==> config.mk <==
export PLATFORM = sky130hd
export DESIGN_NAME = buzzer_scheduler
export DESIGN_NICKNAME = d
export VERILOG_FILES = /design/src/rtl/buzzer_scheduler.sv
export SDC_FILE = /design/constraint.sdc
export NUM_CORES = 1
export LEC_CHECK = 0
export CAP_MARGIN = 20
export CORE_MARGIN = 2
export CORE_UTILIZATION = 47
export CTS_BUF_LIST = sky130_fd_sc_hd__clkbuf_8
export DETAILED_ROUTE_END_ITERATION = 10
export PLACE_DENSITY = 0.74
export REMOVE_ABC_BUFFERS = 1
export SYNTH_ARGS = -nofsm -noshare
export SYNTH_HDL_FRONTEND = slang
export SYNTH_SLANG_ARGS = --single-unit
==> constraint.sdc <==
create_clock -name clk -period 2.5 [get_ports clk]
set_input_delay 0.25 -clock clk [delete_from_list [all_inputs] [get_ports clk]]
set_output_delay 0.25 -clock clk [all_outputs]
set_load 0.02 [all_outputs]
==> src/rtl/buzzer_scheduler.sv <==
// buzzer_scheduler
//   Shares one buzzer square-wave generator between three requesters
//   (key beep, hourly chime, alarm). Arbitrates by fixed priority
//   alarm > chime > key, and sequences the winner's ON/OFF pattern from a
//   1 ms time base derived from clk.
// Ports:
//   clk          system clock
//   rst          synchronous reset, active-low
//   key_req      one-cycle pulse, request a single key beep
//   chime_req    one-cycle pulse, request an hourly chime
//   chime_count  number of chime beeps, sampled with chime_req (0 ignored, >12 clamped)
//   alarm_on     level, alarm sounds while high
//   tone_en      generator gate, 1 = sound
//   tone_cycle   generator tone period (0 when idle)
//   busy         high while any source is active
//   active_src   00 none, 01 key, 10 chime, 11 alarm
module buzzer_scheduler #(
  parameter int unsigned CLK_PER_MS   = 50000,
  parameter int unsigned KEY_ON_MS    = 50,
  parameter int unsigned CHIME_ON_MS  = 200,
  parameter int unsigned CHIME_OFF_MS = 200,
  parameter int unsigned ALARM_ON_MS  = 100,
  parameter int unsigned ALARM_OFF_MS = 100,
  parameter logic [31:0] KEY_CYCLE    = 32'd25000,
  parameter logic [31:0] CHIME_CYCLE  = 32'd50000,
  parameter logic [31:0] ALARM_CYCLE  = 32'd20000
) (
  input  logic        clk,
  input  logic        rst,
  input  logic        key_req,
  input  logic        chime_req,
  input  logic [3:0]  chime_count,
  input  logic        alarm_on,
  output logic        tone_en,
  output logic [31:0] tone_cycle,
  output logic        busy,
  output logic [1:0]  active_src
);

  localparam int unsigned    PW         = $clog2(CLK_PER_MS) + 1;
  localparam logic [PW-1:0]  PRESC_LAST = PW'(CLK_PER_MS - 1);

  typedef enum logic [1:0] {S_IDLE, S_ON, S_OFF} state_t;
  // Encoding doubles as priority: a larger value preempts a smaller one.
  typedef enum logic [1:0] {
    SRC_NONE  = 2'b00,
    SRC_KEY   = 2'b01,
    SRC_CHIME = 2'b10,
    SRC_ALARM = 2'b11
  } src_t;

  state_t        state_q, state_d;
  src_t          src_q, src_d;
  src_t          req_src;
  logic [PW-1:0] presc_q, presc_d;
  logic [15:0]   ms_q, ms_d;
  logic [3:0]    beeps_q, beeps_d;
  logic          tone_en_q, tone_en_d;
  logic [31:0]   tone_cycle_q, tone_cycle_d;
  logic          busy_q, busy_d;
  logic [1:0]    active_src_q, active_src_d;
  logic [15:0]   seg_len;
  logic          seg_done;
  logic          to_idle;
  logic [3:0]    chime_n;

  // Highest-priority request presented this cycle.
  always_comb begin
    req_src = SRC_NONE;
    if (alarm_on)                             req_src = SRC_ALARM;
    else if (chime_req && chime_count != '0)  req_src = SRC_CHIME;
    else if (key_req)                         req_src = SRC_KEY;
  end

  assign chime_n = (chime_count > 4'd12) ? 4'd12 : chime_count;

  // Length in ms of the segment currently running.
  always_comb begin
    seg_len = 16'd1;
    case (src_q)
      SRC_KEY:   seg_len = 16'(KEY_ON_MS);
      SRC_CHIME: seg_len = (state_q == S_ON) ? 16'(CHIME_ON_MS) : 16'(CHIME_OFF_MS);
      SRC_ALARM: seg_len = (state_q == S_ON) ? 16'(ALARM_ON_MS) : 16'(ALARM_OFF_MS);
      default:   seg_len = 16'd1;
    endcase
  end

  // Counters start at 0 on segment entry, so the last cycle of an X ms
  // segment is the one with ms_q == X-1 and the prescaler at its top.
  assign seg_done = (presc_q == PRESC_LAST) && (ms_q == seg_len - 16'd1);

  always_comb begin
    state_d = state_q;
    src_d   = src_q;
    beeps_d = beeps_q;
    to_idle = 1'b0;
    presc_d = presc_q + 1'b1;
    ms_d    = ms_q;
    if (presc_q == PRESC_LAST) begin
      presc_d = '0;
      ms_d    = ms_q + 16'd1;
    end

    if (state_q != S_IDLE && src_q == SRC_ALARM && !alarm_on) begin
      to_idle = 1'b1;
    end else if (req_src > src_q) begin
      state_d = S_ON;
      src_d   = req_src;
      presc_d = '0;
      ms_d    = '0;
      beeps_d = (req_src == SRC_CHIME) ? chime_n : '0;
    end else begin
      case (state_q)
        S_IDLE: begin
          presc_d = '0;
          ms_d    = '0;
        end
        S_ON: begin
          if (seg_done) begin
            presc_d = '0;
            ms_d    = '0;
            if (src_q == SRC_ALARM) begin
              state_d = S_OFF;
            end else if (src_q == SRC_CHIME && beeps_q > 4'd1) begin
              state_d = S_OFF;
              beeps_d = beeps_q - 4'd1;
            end else begin
              to_idle = 1'b1;
            end
          end
        end
        S_OFF: begin
          if (seg_done) begin
            state_d = S_ON;
            presc_d = '0;
            ms_d    = '0;
          end
        end
        default: to_idle = 1'b1;
      endcase
    end

    if (to_idle) begin
      state_d = S_IDLE;
      src_d   = SRC_NONE;
      presc_d = '0;
      ms_d    = '0;
      beeps_d = '0;
    end

    // Outputs are registered from the next-state values so they track state_q.
    tone_en_d    = (state_d == S_ON);
    busy_d       = (state_d != S_IDLE);
    active_src_d = src_d;
    case (src_d)
      SRC_KEY:   tone_cycle_d = KEY_CYCLE;
      SRC_CHIME: tone_cycle_d = CHIME_CYCLE;
      SRC_ALARM: tone_cycle_d = ALARM_CYCLE;
      default:   tone_cycle_d = '0;
    endcase
  end

  always_ff @(posedge clk) begin
    if (!rst) begin
      state_q      <= S_IDLE;
      src_q        <= SRC_NONE;
      presc_q      <= '0;
      ms_q         <= '0;
      beeps_q      <= '0;
      tone_en_q    <= 1'b0;
      tone_cycle_q <= '0;
      busy_q       <= 1'b0;
      active_src_q <= '0;
    end else begin
      state_q      <= state_d;
      src_q        <= src_d;
      presc_q      <= presc_d;
      ms_q         <= ms_d;
      beeps_q      <= beeps_d;
      tone_en_q    <= tone_en_d;
      tone_cycle_q <= tone_cycle_d;
      busy_q       <= busy_d;
      active_src_q <= active_src_d;
    end
  end

  assign tone_en    = tone_en_q;
  assign tone_cycle = tone_cycle_q;
  assign busy       = busy_q;
  assign active_src = active_src_q;

endmodule

**After elaboration in Yosys (flattened, before gate mapping)**

Cells that the tools add are included.
Widths: inputs -> output; s select.

- Add/sub/neg operators: 4
- Muxes and demuxes: 39
- Bitwise gates (word level): 2
- Reduce and logical (&&, ||, !) cells: 17
- $lt $le $gt $ge: 3
- Equal/unequal tests: 13

Operator list:

| kind | number |
|---|---|
| $mux 17 | 4 |
| $mux 16 | 4 |
| $pmux 16 s3 | 1 |
| $pmux 17 s2 | 1 |
| $pmux 16 s2 | 1 |
| $mux 4 | 7 |
| $mux 2 | 12 |
| $pmux 8 s3 | 1 |
| $add 17x1->17 const B | 1 |
| $eq 17x16->1 const B | 1 |
| $add 16x1->16 const B | 1 |
| $eq 16x16->1 | 1 |
| $sub 16x1->16 const B | 1 |
| $eq 2x2->1 const B | 6 |
| $reduce_bool 2->1 | 5 |
| $eq 2x1->1 const B | 4 |
| $mux 1 | 6 |
| $reduce_or 2->1 | 3 |
| $logic_and 1x1->1 | 5 |
| $reduce_and 5->1 | 1 |
| $gt 4x1->1 const B | 1 |
| $gt 4x4->1 const B | 1 |
| $pmux 2 s2 | 1 |
| $reduce_bool 4->1 | 1 |
| other kinds (7) | 8 |

- Word-level logic and storage cells: 86
- Bits of input ports: 9
- Flip-flop bits (word level): 75

**Longest topological paths before layout**

- Depth in word-level cells: 12
- Depth in mapped cells: 12
- Depth with buffers taken out: 12

**Least setup slack after synthesis**

No wires, ideal clock.

- Kind: input -> register
- From: input chime_count[0]
- To: register tone_cycle_q[9], in the netlist tone_cycle[9]
- Stages: 12
- Library setup time: 123 ps
- Path slack: -217 ps
- Arrival: 2594 ps
- Cell sequence: o41ai_1 -> nand2b_1 -> ha_1 -> nor2b_1 -> o21ai_0 -> and3_1 -> nand3_2 -> o21ai_0 -> nor2_1 -> ha_1 -> and2_1 -> or2_2

- Longest elaborated chain between the ends: 10
- Elaborated cells on any way between the ends: 14
- Those cells by class: order compare (1); eq/ne (3); mux (8); reduce/logical (2)

RTL lines:

| what | line | RTL |
|---|---|---|
| start: declaration | 32 | `input logic [3:0] chime_count,` |
| $reduce_bool 4->1 * | 71 | `else if (chime_req && chime_count != '0) req_src = SRC_CHIME;` |
| $logic_and 1x1->1 * | 71 |  |
| $mux 2 * | 71 |  |
| $mux 2 * | 70 | `if (alarm_on) req_src = SRC_ALARM;` |
| $gt 2x2->1 | 106 | `end else if (req_src > src_q) begin` |
| $mux 2 / $mux 1 (equally long branches) | 106 |  |
| $mux 2 / $mux 1 (equally long branches) | 104 | `if (state_q != S_IDLE && src_q == SRC_ALARM && !alarm_on) begin` |
| $mux 2 * | 143 | `if (to_idle) begin` |
| net active_src_d[0] | 61 | `logic [1:0] active_src_q, active_src_d;` |
| $eq 2x2->1 / $eq 2x1->1 (equally long branches) | 155 | `case (src_d)` |
| $pmux 16 s3 * | 155 |  |
| end signal: assignment | 181 | `tone_cycle_q <= tone_cycle_d;` |
| end: declaration | 59 | `logic [31:0] tone_cycle_q, tone_cycle_d;` |

The timed path passes the listed nets; every way through them passes the cells marked *.
A chain may end at the register's enable or synchronous reset.

**Worst setup path after layout**

- From: input chime_count[2]
- To: register tone_cycle_q[9], in the netlist tone_cycle[9]

- Longest elaborated chain between the ends: 10
- Elaborated cells on any way between the ends: 14
- Those cells by class: order compare (1); eq/ne (3); mux (8); reduce/logical (2)

RTL lines:

| what | line |
|---|---|
| $reduce_bool 4->1 * | 71 |
| $logic_and 1x1->1 * | 71 |
| $mux 2 * | 71 |
| $mux 2 * | 70 |
| $gt 2x2->1 | 106 |
| $mux 2 / $mux 1 (equally long branches) | 106 |
| $mux 2 / $mux 1 (equally long branches) | 104 |
| $mux 2 * | 143 |
| $eq 2x2->1 / $eq 2x1->1 (equally long branches) | 155 |
| $pmux 16 s3 * | 155 |

Every way passes the cells marked *; elsewhere a longest branch is shown, timed or not.

==> insert_results.sql <==
INSERT INTO impl_metrics (metric_group, metric, value, unit) VALUES
('cells_and_area', 'area_growth', '22.1', '%'),
('sta', 'setup_viol_count_final', '0', ''),
('route', 'detailedRoute.firstIterationViolations', '105', ''),
('setup_path', 'timing.setup.critical_path_class', 'primary input to flop', ''),
('power_and_ir_drop', 'powerDensity', '834', 'nW/um2'),
('power_and_ir_drop', 'peakVddDrop', '0.000656', 'V'),
('setup_path', 'worst-r2r-cell-count', '10', ''),
('floorplanning', 'floorplan.die.height', '84.2', 'um'),
('setup_path', 'reg2reg_from', 'active_src[1]', ''),
('cells_and_area', 'layout-drive-gt1-share', '23.6', '%'),
('sta', 'clock.fmax', '411', 'MHz'),
('setup_path', 'cp_max_fo', '5', ''),
('clocking', 'cts_buffer_count', '5', ''),
('sta', 'hold_violations', '0', ''),
('global_routing', 'initial_antenna_violation_count', '0', ''),
('global_routing', 'groute.usage.overall', '18.6', '%'),
('sta', 'post-route-min-period', '2.43', 'ns'),
('placed_design', 'placed_cell_area', '3360', 'um2'),
('cells_and_area', 'layout.area.seq', '982', 'um2'),
('synth', 'synth_enable_flop_cells', '0', ''),
('worst_hold_path', 'worstHoldPathType', 'primary input to flop', ''),
('setup_path', 'crit_path_top_delay_cell', 'sky130_fd_sc_hd__o41ai_4', ''),
('placed_design', 'dp_hpwl', '4310', 'um'),
('clocking', 'cts-root-to-sink-buffers', '2', ''),
('setup_path', 'crit_family', 'simple AND/OR/NAND/NOR gates', ''),
('synth', 'synth.area.top_cells', 'sky130_fd_sc_hd__dfxtp_1 (32%), sky130_fd_sc_hd__buf_4 (6.5%), sky130_fd_sc_hd__ha_1 (6.2%)', ''),
('outcome', 'run_status', 'finished clean', ''),
('setup_path', 'critical_path.cell_chain', 'buf_4 -> o41ai_4 -> buf_4 -> a21oi_4 -> ha_1 -> nand2_2 -> o21ai_2 -> buf_6 -> and3_4 -> nand3_4 -> o21a_1 -> nand2b_1 -> ha_2 -> and2_4 -> or2_4', ''),
('sta', 'finalMaxSlewViolations', '0', ''),
('synth', 'ys_seq_elements', '49', ''),
('sta', 'clock-skew-final', '0.00666', 'ns'),
('synth', 'ys_seq_area_share', '32.5', '%'),
('synth', 'dominant_combinational_cell_family_by_area_after_synthesis', 'simple AND/OR/NAND/NOR gates', ''),
('cells_and_area', 'insertedDiodeCount', '0', ''),
('floorplanning', 'die_width', '84.2', 'um'),
('synth', 'synth-compound-area-share', '11.9', '%'),
('synth', 'netlist_area', '3020', 'um2'),
('clocking', 'path_clk_slew', '0.09', 'ns'),
('route', 'detail_route.drc_violations', '0', ''),
('cells_and_area', 'total_area_of_multi_input_combinational_cells', '1930', 'um2'),
('sta', 'timing.final.crit_share', '97.4', '%'),
('setup_path', 'critical_path_depth', '15', ''),
('setup_path', 'cp-start-kind', 'primary input', ''),
('setup_path', 'cp_slowest_stage_delay', '0.36', 'ns'),
('clocking', 'cts.sink_count', '49', ''),
('clocking', 'ctsHtreeMaxLevel', '2', ''),
('placed_design', 'placement.io_buffers', '24', ''),
('setup_path', 'r2r_end', 'tone_cycle[8]', ''),
('cells_and_area', 'nets', '409', ''),
('setup_path', 'worstPathRequired', '2.71', 'ns'),
('sta', 'slew_headroom', '61.8', '%'),
('synth', 'synthTopCellsByCount', 'sky130_fd_sc_hd__dfxtp_1 (49), sky130_fd_sc_hd__nor2_1 (42), sky130_fd_sc_hd__buf_4 (26)', ''),
('global_routing', 'maximum_number_of_pins_on_one_net_before_global_route_repair', '18', ''),
('setup_path', 'crit_path_end_kind', 'flop', ''),
('cells_and_area', 'post_layout_nonfiller_instances', '463', ''),
('sta', 'max_slew.worst_pin.slew', '0.566', 'ns'),
('sta', 'hold_ws', '0.261', 'ns'),
('floorplanning', 'die-area', '7080', 'um2'),
('route', 'avgRoutedWirePerCell', '14.0', 'um'),
('sta', 'rsz_0062_raised_after_global_routing', 'yes', ''),
('synth', 'postSynth.topFlopCell', 'sky130_fd_sc_hd__dfxtp_1', ''),
('placed_design', 'gp_routability_congestion', '0.885', ''),
('floorplanning', 'initial_core_util', '48.1', '%'),
('job', 'total_of_max_cap_violations', '0', ''),
('synth', 'synth-simple-area-share', '29.3', '%'),
('global_routing', 'grt_first_pass_wirelength', '11000', 'um'),
('synth', 'async_flop_share', '0', '%'),
('synth', 'synthMuxAreaShare', '0.663', '%'),
('route', 'detailedRoute.firstPassIterationCount', '4', ''),
('synth', 'synth_cells', '338', ''),
('cells_and_area', 'fillers', '534', '');
-- through the flow --
step           total power [W]  setup slack, ns  util [%]
3_3_place_gp           0.00219           -0.747      53.5
4_1_cts                0.00296           0.0174      57.5
5_1_grt                0.00325          -0.0411      58.7
3_5_place_dp           0.00221           -0.835      53.5
6_report               0.00307           0.0659      58.7
2_1_floorplan          0.00171           -0.747         -
-- cell type report --
type,instances,area share (%)
timing repair buffer,55,13.7
sequential,49,26.6
multi-input combinational,261,52.5
clock buffer,6,2.24
inverter,13,1.32
tap,77,2.61
clock inverter,2,1.02
-- power breakdown --
part | switching (W) | internal, W
combinational | 0.000820 | 0.000724
sequential | 0.0000587 | 0.000870
clock | 0.000275 | 0.000326
total | 0.00115 | 0.00192
-- layer usage --
layer	vias up	track usage, %	share of wire [%]	wire (um)
li1	1227	-	-	-
met1	1191	23.7	46	2960
met2	60	31.2	49	3190
met3	12	3.83	4.0	261
met4	0	7.04	1.4	91
met5	-	0	0	0
-- what timing repair did --
item	4_1_cts	5_1_grt
resized for setup	32	12
setup buffers	7	2
gates cloned	0	0
endpoints found under the setup margin	49	20
pin swaps	6	5
-- cell usage in the layout, fill, tap and decap left out, types with 6 or more instances in the layout --
| cell | instances |
|---|---|
| sky130_fd_sc_hd__dfxtp_1 | 48 |
| sky130_fd_sc_hd__nor2_1 | 40 |
| sky130_fd_sc_hd__buf_4 | 27 |
| sky130_fd_sc_hd__conb_1 | 20 |
| sky130_fd_sc_hd__xnor2_1 | 19 |
| sky130_fd_sc_hd__clkdlybuf4s50_1 | 19 |
| sky130_fd_sc_hd__nor3_1 | 15 |
| sky130_fd_sc_hd__nand2_1 | 14 |
| sky130_fd_sc_hd__inv_1 | 13 |
| sky130_fd_sc_hd__nor3_2 | 12 |
| sky130_fd_sc_hd__xor2_1 | 12 |
| sky130_fd_sc_hd__ha_1 | 12 |
| sky130_fd_sc_hd__nand3_1 | 11 |
| sky130_fd_sc_hd__and3_1 | 8 |
| sky130_fd_sc_hd__nand4_1 | 7 |
| sky130_fd_sc_hd__a21oi_1 | 6 |
| sky130_fd_sc_hd__and2_1 | 6 |
| sky130_fd_sc_hd__clkbuf_8 | 6 |
-- worst reg2reg max path: stages, from the launching register on --
cell                       delay, ns
sky130_fd_sc_hd__dfxtp_1        0.36
sky130_fd_sc_hd__buf_4          0.20
sky130_fd_sc_hd__nand2b_1       0.09
sky130_fd_sc_hd__or2_1          0.25
sky130_fd_sc_hd__a211oi_2       0.47
sky130_fd_sc_hd__nand3_4        0.16
sky130_fd_sc_hd__o21a_1         0.16
sky130_fd_sc_hd__nand2b_1       0.12
sky130_fd_sc_hd__buf_4          0.14
sky130_fd_sc_hd__ha_4           0.19
sky130_fd_sc_hd__and2_1         0.14
-- registers in the layout, summed over array words and instances, names as in the netlist --
name,flops
ms_q,16
busy,1
tone_en,1
tone_cycle,7
state_q,2
beeps_q,4
active_src,1
presc_q,17
-- kinds of logic (layout without fill, tap and decap cells) --
group,count (synthesis),count (layout)
adder cells (fa/ha/maj),15,15
buffers and inverters,47,76
AO/OA/AOI/OAI,43,43
flip-flops,49,49
XOR/XNOR,31,31
other,1,20
AND/OR/NAND/NOR,150,150
multiplexers,2,2
-- worst min-delay path by stage --
stage	from	endpoint	slack (ns)	cells past startpoint
finish	chime_count[0]	beeps_q[0]	0.26	3
global route	chime_count[0]	beeps_q[0]	0.26	3
CTS	chime_count[0]	beeps_q[0]	0.42	3
detailed placement	presc_q[0]	presc_q[0]	0.44	1
global placement	presc_q[0]	presc_q[0]	0.42	1
floorplan	rst	tone_cycle[13]	0.37	1
Power figures use the tool's default switching activity.
